`src/rtl/pc_stack_unit.sv`:
```
// Program counter with shared subroutine/interrupt return stack and interrupt-enable flag.
// Define PC_STACK_CIRCULAR_EN to make a push-while-full overwrite the oldest entry.
module pc_stack_unit #(
    parameter int unsigned      ADDR_W       = 12,
    parameter int unsigned      DEPTH        = 8,
    parameter logic [ADDR_W-1:0] RESET_VECTOR = 12'h000,
    parameter logic [ADDR_W-1:0] INT_VECTOR   = 12'h004
) (
    input  logic                       clk,
    input  logic                       rst,
    input  logic                       pc_en_i,
    input  logic [3:0]                 pc_oper_i,
    input  logic                       jsb_i,
    input  logic                       ret_i,
    input  logic                       int_i,
    input  logic                       reti_i,
    input  logic [ADDR_W-1:0]          target_i,
    input  logic [ADDR_W-1:0]          offset_i,
    input  logic                       flag_z_i,
    input  logic                       flag_c_i,
    output logic [ADDR_W-1:0]          pc_o,
    output logic                       int_en_o,
    output logic [$clog2(DEPTH+1)-1:0] stk_depth_o,
    output logic                       stk_ovf_o,
    output logic                       stk_unf_o
);

    localparam int unsigned PTR_W = $clog2(DEPTH);
    localparam int unsigned DEP_W = $clog2(DEPTH + 1);

`ifdef PC_STACK_CIRCULAR_EN
    localparam bit CIRCULAR = 1'b1;
`else
    localparam bit CIRCULAR = 1'b0;
`endif

    logic [ADDR_W-1:0] mem [DEPTH];
    logic [PTR_W-1:0]  sp;          // next free slot; top entry is sp-1
    logic [ADDR_W-1:0] top_entry;
    logic [ADDR_W-1:0] pc_inc;
    logic [ADDR_W-1:0] pc_rel;
    logic [ADDR_W-1:0] pc_nxt;
    logic [ADDR_W-1:0] push_val;
    logic              int_en_nxt;
    logic              do_push;
    logic              do_pop;
    logic              stk_full;
    logic              stk_empty;

    assign top_entry = mem[sp - PTR_W'(1)];
    assign pc_inc    = pc_o + ADDR_W'(1);
    assign pc_rel    = pc_o + offset_i;
    assign stk_full  = (stk_depth_o == DEP_W'(DEPTH));
    assign stk_empty = (stk_depth_o == '0);

    // Select the single winning action and the resulting PC.
    always_comb begin
        do_push    = 1'b0;
        do_pop     = 1'b0;
        push_val   = pc_inc;
        pc_nxt     = pc_o;
        int_en_nxt = int_en_o;
        if (pc_en_i) begin
            if (int_i) begin
                do_push    = 1'b1;
                push_val   = pc_o;
                pc_nxt     = INT_VECTOR;
                int_en_nxt = 1'b0;
            end else if (reti_i || ret_i) begin
                do_pop = 1'b1;
                pc_nxt = stk_empty ? pc_inc : top_entry;
                if (reti_i) begin
                    int_en_nxt = 1'b1;
                end
            end else if (jsb_i) begin
                do_push  = 1'b1;
                push_val = pc_inc;
                pc_nxt   = target_i;
            end else begin
                case (pc_oper_i)
                    4'd1:    pc_nxt = pc_inc;
                    4'd2:    pc_nxt = target_i;
                    4'd3:    pc_nxt = pc_rel;
                    4'd4:    pc_nxt = flag_z_i  ? pc_rel : pc_inc;
                    4'd5:    pc_nxt = !flag_z_i ? pc_rel : pc_inc;
                    4'd6:    pc_nxt = flag_c_i  ? pc_rel : pc_inc;
                    4'd7:    pc_nxt = !flag_c_i ? pc_rel : pc_inc;
                    default: pc_nxt = pc_o;
                endcase
            end
        end
    end

    always_ff @(posedge clk or posedge rst) begin
        if (rst) begin
            pc_o        <= RESET_VECTOR;
            int_en_o    <= 1'b1;
            stk_depth_o <= '0;
            sp          <= '0;
            stk_ovf_o   <= 1'b0;
            stk_unf_o   <= 1'b0;
        end else begin
            pc_o     <= pc_nxt;
            int_en_o <= int_en_nxt;
            if (do_push) begin
                if (stk_full) begin
                    stk_ovf_o <= 1'b1;
                    if (CIRCULAR) begin
                        sp <= sp + PTR_W'(1);
                    end
                end else begin
                    sp          <= sp + PTR_W'(1);
                    stk_depth_o <= stk_depth_o + DEP_W'(1);
                end
            end
            if (do_pop) begin
                if (stk_empty) begin
                    stk_unf_o <= 1'b1;
                end else begin
                    sp          <= sp - PTR_W'(1);
                    stk_depth_o <= stk_depth_o - DEP_W'(1);
                end
            end
        end
    end

    // Stack storage carries no reset; contents are don't-care until pushed.
    always_ff @(posedge clk) begin
        if (do_push && (!stk_full || CIRCULAR)) begin
            mem[sp] <= push_val;
        end
    end

endmodule

```
`config.mk`:
```
export PLATFORM = sky130hd
export DESIGN_NAME = pc_stack_unit
export DESIGN_NICKNAME = d
export VERILOG_FILES = /design/src/rtl/pc_stack_unit.sv
export SDC_FILE = /design/constraint.sdc
export NUM_CORES = 1
export LEC_CHECK = 0
export BUFFER_PORTS_ARGS = -buffer_cell sky130_fd_sc_hd__buf_2
export CORE_UTILIZATION = 55
export DETAILED_ROUTE_END_ITERATION = 10
export PLACE_DENSITY = 0.73
export SYNTH_ARGS = -nofsm -noshare
export SYNTH_HDL_FRONTEND = slang
export SYNTH_SLANG_ARGS = --single-unit
```
`constraint.sdc`:
```
create_clock -name clk -period 4 [get_ports clk]
set_clock_uncertainty 0.2 [all_clocks]
set_input_delay 0.4 -clock clk [delete_from_list [all_inputs] [get_ports clk]]
set_output_delay 0.4 -clock clk [all_outputs]
set_load 0.005 [all_outputs]
```
==> flow_metrics.env, run 1 <==
export IMPL_path_cells="inv_1 > ha_1 > nand2_1 > nor2_1 > nor2_1 > nand2_1 > nor2_1"
export IMPL_post_cts_buffers=0
export IMPL_cpMostUsedCell="nor2_1"
export IMPL_nNetsFinal=611
export IMPL_cp_max_fo=12
export IMPL_route_detailed_drc=0
export IMPL_fin_util_pct=66.3
export IMPL_die_area_sq_um=11600
export IMPL_ys_types=62
export IMPL_syn_avg_cell_area_sq_um=12.6
export IMPL_reg2reg_slack_ps=1250
export IMPL_required_ps=3930
export IMPL_async_flop_share_pct=18.6
export IMPL_fp_row_count=38
export IMPL_clk_latency_ps=520
export IMPL_final_area_sq_um=7220
export IMPL_layout_drive_gt1_share_pct=24.4
export IMPL_period_minus_slack_ps=2750
export IMPL_power_mw=5.52
export IMPL_ys_seq_area_share_pct=55.9
export IMPL_grt_antenna_before_repair=0
export IMPL_post_route_period_util_pct=68.7
export IMPL_power_density_nw_per_um2=765
export IMPL_synth_top_area_share_pct=46.9
export IMPL_cap_violations=0
export IMPL_path_clk_slew_ps=60
export IMPL_slowest_stage="nor2_1"
export IMPL_die_y_microns=108
export IMPL_final_max_slew_viol_count=0
export IMPL_drt_iter0_markers=398
export IMPL_synth_edf_count=96
export IMPL_wl_mm=14.8
export IMPL_synth_fp_nets=541
export IMPL_cts_inserted_buffers=17
export IMPL_ios=56
export IMPL_fin_hold_ws_ps=40.5
export IMPL_rsz0062_at_grt="no"
export IMPL_synth_warning_count=0
export IMPL_hold_path_depth=3
export IMPL_cts_sinks=118
export IMPL_syn_cell_area_sq_um=6150
export IMPL_run_status="finished clean"
export IMPL_arrival_ps=2680
export IMPL_place_area_sq_um=6620
export IMPL_finalHoldViolations=0
export IMPL_portBuffers=55
export IMPL_hold_start="target_i[4]"
export IMPL_viasPerCell=6.23
export IMPL_critical_path_class="flip-flop to flip-flop"
export IMPL_ys_ff_latch=118
export IMPL_tightest_slew_ps=1050
export IMPL_syn_inst=487
export IMPL_vias=4416
export IMPL_cts_max_level=4
export IMPL_dieWidth_microns=108
export IMPL_grt_first_pass_wirelength_mm=23.0
export IMPL_initial_core_util_pct=56.5
export IMPL_min_to="pc_o[4]"
export IMPL_grt_max_degree=31
export IMPL_start_kind="flip-flop"
export IMPL_dr_pass1_iters=5
export IMPL_clock_root_buffer="clkbuf_8"
export IMPL_r2r_cells=7
export IMPL_max_freq_mhz=364
export IMPL_synthTopCellsByArea="edfxtp_1 (47%), mux4_2 (8.8%), dfrtp_1 (8.5%)"
export IMPL_grt_use_total_pct=27.3
export IMPL_cts_tree="yes"
export IMPL_ys_flop_type="edfxtp_1"
export IMPL_cts_resized=0
export IMPL_layout_commonest_cell="edfxtp_1"
export IMPL_place_gp_congestion=0.939
export IMPL_ant_nets=0
export IMPL_timing_rr_end="mem[5][2]"
export IMPL_final_setup_viol_count=0
export IMPL_drt_wirelength_per_cell_microns=20.9
export IMPL_ir_drop_v=0.000486
export IMPL_core_area_sq_um=10900
export IMPL_p_leak_nw=2.71
export IMPL_n_antenna_cell=0
export IMPL_hp_class="primary input to flip-flop"
export IMPL_place_hpwl_mm=9.95
export IMPL_finalSetupTns_ps=0
export IMPL_reg2reg_from="stk_depth_o[0]"
export IMPL_synth_largest_area_cell="edfxtp_1"
export IMPL_final_cell_mix="edfxtp_1 (96), buf_2 (55), nand2_1 (46)"
export IMPL_grt_pass1_vias=4306
export IMPL_area_delta_synth_final_pct=17.4
export IMPL_clockBufferDepth=2
export IMPL_overflow=0
export IMPL_critPathCaptureType="flip-flop"
export IMPL_slowest_delay_ps=860
export IMPL_relSlewSlack_pct=29.8
[synthesized netlist by cell type (12+ instances only)]
cell      number
edfxtp_1      96
nand2_1       46
nor2_1        33
a21oi_1       27
o21ai_0       27
mux4_2        24
dfrtp_1       21
xnor2_1       20
ha_1          16
xor2_1        15
nand3_1       14
inv_1         12
[logic make-up (layout without fill, tap and decap cells)]
family / after synthesis / in the layout / share of synthesized area [%]
and+or+nand+nor: 136 / 136 / 10.7
muxes: 36 / 36 / 10.8
AOI/OAI and AO/OA: 109 / 109 / 11.5
xor gates and xnor gates: 35 / 35 / 4.99
DFF: 118 / 118 / 55.9
buffers and inverters: 36 / 118 / 2.63
adders and majority gates: 17 / 17 / 3.58
[worst max-delay path, delay by kind of cell (launching register included)]
family / cells / cell delay (ps)
simple gates: 5 / 1450
flops: 1 / 390
fa+ha+maj: 1 / 240
buf+inv: 1 / 90
[worst max-delay path by stage]
stage	startpoint	endpoint	slack, ps	depth (start not counted)
floorplan	sp[0]	pc_o[7]	1050	12
global placement	jsb_i	mem[5][4]	1150	6
detailed placement	jsb_i	mem[5][6]	1120	6
CTS	stk_depth_o[0]	mem[5][10]	1250	7
global route	stk_depth_o[0]	mem[5][2]	1050	7
finish	stk_depth_o[0]	mem[5][2]	1250	7
[per-layer routing]
layer,GRT usage [%],vias to the layer above,part of all wire (%)
met4,10.4,0,1.6
met1,35.0,2170,43
met3,6.30,26,6.0
met5,0,-,0
li1,-,2013,-
met2,45.2,207,50
[repair_timing]
action                                 4_1_cts  5_1_grt
hold buffers                                 6        0
setup endpoints to repair                    0        0
endpoints found under the hold margin       25        0
[through the flow]
stage / cells / worst slack [ps]
5_1_grt: 709 / 1050
4_1_cts: 709 / 1250
3_5_place_dp: 672 / 1120
3_3_place_gp: 672 / 1150
6_report: 709 / 1250
2_1_floorplan: 487 / 1050
[report_power, final]
part           internal (mW)  switching, mW  total (mW)
combinational          0.958           1.24        2.20
sequential              1.70          0.244        1.94
clock                  0.823          0.562        1.39
[state kept, by name, summed over array words and instances, names as in the netlist]
name         cells
mem             96
pc_o            12
stk_depth_o      4
sp               3
int_en_o         1
stk_ovf_o        1
stk_unf_o        1
[layout make-up]
class / count / area, sq um
multi-input combinational: 333 / 2580
clock inverter: 14 / 129
clock buffer: 17 / 414
fill: 781 / 3670
inverter: 12 / 45.0
timing repair buffer: 75 / 440
tap: 140 / 175
sequential: 118 / 3440
Note: power is estimated with default switching activity, not from simulation.
==> run 2, diff against run 1 <==
==> constraint.sdc (replaced) <==
create_clock -name clk -period 2.7 [get_ports clk]
set_clock_uncertainty 0.2 [all_clocks]
set_input_delay 0.27 -clock clk [delete_from_list [all_inputs] [get_ports clk]]
set_output_delay 0.27 -clock clk [all_outputs]
set_load 0.005 [all_outputs]
==> run 2 against run 1 <==
Net effect: combinational power is 61% higher; clock power up 68%; power is 57% higher; clock-buffer cell count is 1 higher; global-route usage increased by 0.055 points; critical path depth increased by 1; via count grew 1.8%; cell count up 3.5%; wire length decreased by 0.57%; sequential cell count unchanged; sequential share of layout area decreased by 1.9 points; register-to-register slack lost 1000 ps; critical path type unchanged; critical endpoint is now pc_o[10]; largest cell class unchanged; largest power group unchanged; highest routed layer unchanged.
==> flow_metrics.env, run 2 (synthesized netlist as in run 1, its figures left out) <==
export IMPL_clockPowerShare_pct=26.9
export IMPL_grt_max_degree=31
export IMPL_ant_nets=0
export IMPL_grt_pass1_vias=4492
export IMPL_wl_mm=14.7
export IMPL_regMostFlops="mem"
export IMPL_die_area_sq_um=11600
export IMPL_top_regs="mem: 96 flops, pc_o: 12 flops, stk_depth_o: 4 flops"
export IMPL_period_minus_slack_ps=2480
export IMPL_path_clk_slew_ps=60
export IMPL_cts_sinks=118
export IMPL_sw_frac_of_total_pct=35.3
export IMPL_cts_tree="yes"
export IMPL_dieWidth_microns=108
export IMPL_initial_core_util_pct=56.5
export IMPL_layout_commonest_cell="edfxtp_1"
export IMPL_final_setup_viol_count=0
export IMPL_hp_class="primary input to flip-flop"
export IMPL_pwr_share_comb_pct=41.0
export IMPL_critical_path_class="flip-flop to flip-flop"
export IMPL_critPathCaptureType="flip-flop"
export IMPL_cts_inserted_buffers=17
export IMPL_largest_reg_flops=96
export IMPL_required_ps=2920
export IMPL_place_hpwl_mm=10.1
export IMPL_ir_drop_v=0.000539
export IMPL_core_area_sq_um=10900
export IMPL_hold_buffers=15
export IMPL_max_freq_mhz=403
export IMPL_portBuffers=55
export IMPL_fp_row_count=38
export IMPL_tightest_slew_ps=889
export IMPL_layout_drive_gt1_share_pct=25.9
export IMPL_slowest_delay_ps=400
export IMPL_fin_hold_ws_ps=61.6
export IMPL_cpLargestDelayFamily="compound AO/OA/AOI/OAI gates"
export IMPL_final_cell_mix="edfxtp_1 (96), buf_2 (55), nand2_1 (46)"
export IMPL_fillers=745
export IMPL_cts_max_level=4
export IMPL_power_mw=8.65
export IMPL_nNetsFinal=635
export IMPL_setup_ws_ps=219
export IMPL_slowest_stage="fa_1"
export IMPL_cap_violations=0
export IMPL_clock_root_buffer="clkbuf_8"
export IMPL_drt_iter0_markers=399
export IMPL_post_cts_buffers=0
export IMPL_arrival_ps=2710
export IMPL_start_kind="flip-flop"
export IMPL_place_gp_congestion=0.942
export IMPL_pwr_share_seq_pct=32.1
export IMPL_p_sw_mw=3.05
export IMPL_grt_first_pass_wirelength_mm=23.1
export IMPL_overflow=0
export IMPL_ios=56
export IMPL_relSlewSlack_pct=40.7
export IMPL_die_y_microns=108
export IMPL_drt_wirelength_per_cell_microns=20.1
export IMPL_clockBufferDepth=2
export IMPL_viasPerCell=6.13
export IMPL_post_place_ws_ps=222
export IMPL_path_cells="ha_1 > fa_1 > a21oi_1 > o211ai_1 > a221oi_1 > xnor2_1 > nand2_1 > a31oi_1"
export IMPL_area_delta_synth_final_pct=22.3
export IMPL_grt_use_total_pct=27.4
export IMPL_n_antenna_cell=0
export IMPL_post_route_period_util_pct=91.9
export IMPL_power_density_nw_per_um2=1150
export IMPL_final_max_slew_viol_count=0
export IMPL_cp_buffers_inverters=0
export IMPL_internal_power_mw=5.60
export IMPL_cts_resized=0
export IMPL_rsz0062_at_grt="no"
export IMPL_run_status="finished clean"
export IMPL_dr_pass1_iters=5
export IMPL_grt_antenna_before_repair=0
export IMPL_fin_util_pct=69.1
export IMPL_p_leak_nw=2.87
export IMPL_clk_latency_ps=510
export IMPL_cp_max_fo=3
export IMPL_finalHoldViolations=0
export IMPL_route_detailed_drc=0
export IMPL_vias=4497
run 2: cell types whose count changed in the layout (fill, tap and decap cells not counted), sizes merged:
cell	before	now
dlygate4sd3	6	15
clkbuf	17	18
clkinv	8	5
inv	15	16
clkinvlp	2	1
bufinv	1	4
buf	69	84
run 2: layout make-up:
type | count | area, sq um | area share, %
Clock buffer | 18 | 418 | 5.56
Sequential cell | 118 | 3440 | 45.7
Tap cell | 140 | 175 | 2.33
Timing Repair Buffer | 99 | 668 | 8.89
Inverter | 12 | 45.0 | 0.599
Multi-Input combinational cell | 333 | 2580 | 34.3
Clock inverter | 14 | 198 | 2.63
run 2: final timing paths:
kind	from	endpoint	slack [ps]	cells past startpoint
worst max register to register	pc_o[0]	pc_o[10]	220	8
min in group asynchronous	rst	stk_depth_o[3]	300	3
worst max-delay path	pc_o[0]	pc_o[10]	220	8
max in group asynchronous	rst	sp[0]	1400	3
worst min register to register	stk_ovf_o	stk_ovf_o	250	1
worst min-delay path	int_i	pc_o[8]	60	4
run 2: power by group through the flow:
stage	logic (mW)	registers, mW	clock network [mW]
global route	3.87	2.81	2.43
CTS	3.52	2.77	2.36
global placement	3.39	2.78	0
floorplan	2.43	2.75	0
detailed placement	3.47	2.80	0
finish	3.54	2.77	2.33
run 2: routing by layer:
metal / GRT usage [%] / vias up / part of all wire, % / wire, microns
met4: 15.1 / 0 / 3.7 / 541
met3: 4.54 / 35 / 5.6 / 826
li1: - / 2070 / - / -
met1: 35.3 / 2206 / 43 / 6260
met5: 0 / - / 0 / 0
met2: 44.2 / 186 / 48 / 7100
run 2: worst min-delay path, cell delays in order:
cell	delay, ps
buf_2	190
nor2_1	110
o21ai_0	70
a221oi_1	80
run 2: metrics by stage:
step           TNS (ps)  cells  cell area (sq um)
4_1_cts               0    734               7520
5_1_grt               0    734               7520
2_1_floorplan     -19.1    487               6160
3_5_place_dp          0    687               6750
3_3_place_gp          0    687               6750
6_report              0    734               7520
==> run 3, diff against run 2 <==
==> constraint.sdc (replaced) <==
create_clock -name clk -period 2.6 [get_ports clk]
set_clock_uncertainty 0.2 [all_clocks]
set_input_delay 0.52 -clock clk [delete_from_list [all_inputs] [get_ports clk]]
set_output_delay 0.52 -clock clk [all_outputs]
set_load 0.005 [all_outputs]
==> run 3 against run 2 <==
Net effect: worst hold slack worse by 6.2 ps; cell count is 0.41% lower; utilization fell by 0.43 points; clock power hardly changed; highest routed layer unchanged; sequential power up 3%; largest power group unchanged; global-route usage rose by 0.45 points; sequential cell count unchanged; critical endpoint is now pc_o[6].
==> flow_metrics.env, run 3 (synthesized netlist as in run 1, its figures left out) <==
export IMPL_critical_path_class="flip-flop to flip-flop"
export IMPL_fp_row_count=38
export IMPL_post_cts_buffers=0
export IMPL_finalHoldViolations=0
export IMPL_grt_use_total_pct=27.8
export IMPL_cts_sinks=118
export IMPL_required_ps=2790
export IMPL_fillers=746
export IMPL_ios=56
export IMPL_place_gp_congestion=0.905
export IMPL_final_cells=731
export IMPL_cp_max_fo=3
export IMPL_area_delta_synth_final_pct=21.5
export IMPL_viasPerCell=6.15
export IMPL_drt_iter0_markers=283
export IMPL_portBuffers=55
export IMPL_relSlewSlack_pct=53.0
export IMPL_cts_inserted_buffers=17
export IMPL_path_clk_slew_ps=60
export IMPL_ir_drop_v=0.000771
export IMPL_die_y_microns=108
export IMPL_overflow=0
export IMPL_place_hpwl_mm=10.4
export IMPL_arrival_ps=2690
export IMPL_cts_max_level=4
export IMPL_layout_drive_gt1_share_pct=28.1
export IMPL_gr_usage_met2_pct=46.0
export IMPL_tightest_slew_ps=701
export IMPL_grt_pass1_vias=4423
export IMPL_grt_first_pass_wirelength_mm=23.2
export IMPL_power_density_nw_per_um2=1210
export IMPL_vias=4492
export IMPL_power_mw=9.01
export IMPL_nNetsFinal=632
export IMPL_grt_antenna_before_repair=0
export IMPL_dieWidth_microns=108
export IMPL_clockBufferDepth=2
export IMPL_period_minus_slack_ps=2500
export IMPL_top_regs="mem: 96 flops, pc_o: 12 flops, stk_depth_o: 4 flops"
export IMPL_run_status="finished clean"
export IMPL_critPathCaptureType="flip-flop"
export IMPL_ant_nets=0
export IMPL_clk_latency_ps=510
export IMPL_die_area_sq_um=11600
export IMPL_busiest_layer="met2"
export IMPL_n_antenna_cell=0
export IMPL_final_area_sq_um=7470
export IMPL_cts_tree="yes"
export IMPL_core_area_sq_um=10900
export IMPL_place_inst=698
export IMPL_use_met3_pct=5.51
export IMPL_max_freq_mhz=400
export IMPL_fin_util_pct=68.6
export IMPL_initial_core_util_pct=56.5
export IMPL_final_setup_viol_count=0
export IMPL_drt_wirelength_per_cell_microns=20.6
export IMPL_largest_reg_flops=96
export IMPL_place_area_sq_um=6850
export IMPL_hp_class="primary input to flip-flop"
export IMPL_wl_mm=15.1
export IMPL_start_kind="flip-flop"
export IMPL_rsz0062_at_grt="yes"
export IMPL_p_leak_nw=2.86
export IMPL_grtUsageMet1_pct=34.4
export IMPL_clock_root_buffer="clkbuf_8"
export IMPL_route_detailed_drc=0
export IMPL_cap_violations=0
export IMPL_grt_max_degree=31
export IMPL_layout_commonest_cell="edfxtp_1"
export IMPL_dr_pass1_iters=7
export IMPL_final_max_slew_viol_count=0
export IMPL_fin_hold_ws_ps=55.4
export IMPL_post_route_period_util_pct=96.2
export IMPL_regMostFlops="mem"
export IMPL_final_cell_mix="edfxtp_1 (96), buf_2 (55), nand2_1 (46)"
## run 3: changes by cell type in the layout (fill, tap and decap cells not counted)
cell           change
inv_6              -3
xor2_2             +1
clkbuf_1           +1
xor2_1             -1
a221oi_1           -1
clkinv_2           +2
clkinv_4           -2
clkinvlp_4         +2
a221oi_2           +1
dlygate4sd3_1     -14
buf_4             +10
buf_12             +1
## run 3: layout make-up
type	instances	area [sq um]	share of cell area [%]
Multi-Input combinational cell	333	2590	34.7
Clock buffer	19	422	5.64
Clock inverter	13	179	2.39
Inverter	12	45.0	0.603
Sequential cell	118	3440	46.0
Tap cell	140	175	2.34
Timing Repair Buffer	96	623	8.34
## run 3: power breakdown
part / total [mW] / switching [mW] / internal, mW
Combinational: 3.80 / 2.08 / 1.72
Sequential: 2.86 / 0.252 / 2.61
Clock: 2.36 / 0.808 / 1.55
Total: 9.01 / 3.14 / 5.87
## run 3: per-stage QoR
| stage | setup TNS (ps) | setup slack, ps |
|---|---|---|
| finish | 0 | 99.5 |
| global route | -8.52 | -8.52 |
| CTS | 0 | 131 |
| detailed placement | -265 | -120 |
| global placement | -205 | -93.9 |
| floorplan | -6810 | -352 |
## run 3: path summary, 6_finish.rpt
kind / slack, ps / endpoint / cells after the start / from
max in group asynchronous: 1520 / int_en_o / 4 / rst
worst min-delay path: 60 / int_en_o / 2 / int_i
worst max register to register: 100 / pc_o[6] / 7 / pc_o[0]
worst min register to register: 250 / stk_ovf_o / 1 / stk_ovf_o
min in group asynchronous: 400 / stk_unf_o / 4 / rst
worst max-delay path: 100 / pc_o[6] / 7 / pc_o[0]
## run 3: per-layer routing
layer | vias to the layer above | share of wire, %
met2 | 202 | 50
met4 | 0 | 3.3
li1 | 2059 | -
met5 | - | 0
met1 | 2189 | 41
met3 | 42 | 5.7
## run 3: what timing repair did
item	in CTS	in global routing
hold buffers	1	0
hold endpoints to repair	21	0
endpoints found under the setup margin	0	9
gates resized for setup	0	2
## run 3: critical path, stage by stage (launching register included)
cell      delay, ps
dfrtp_1         380
ha_1            210
fa_1            400
a21oi_1         230
o211ai_1        230
xor2_1          210
a221o_2         360
a22o_1          180
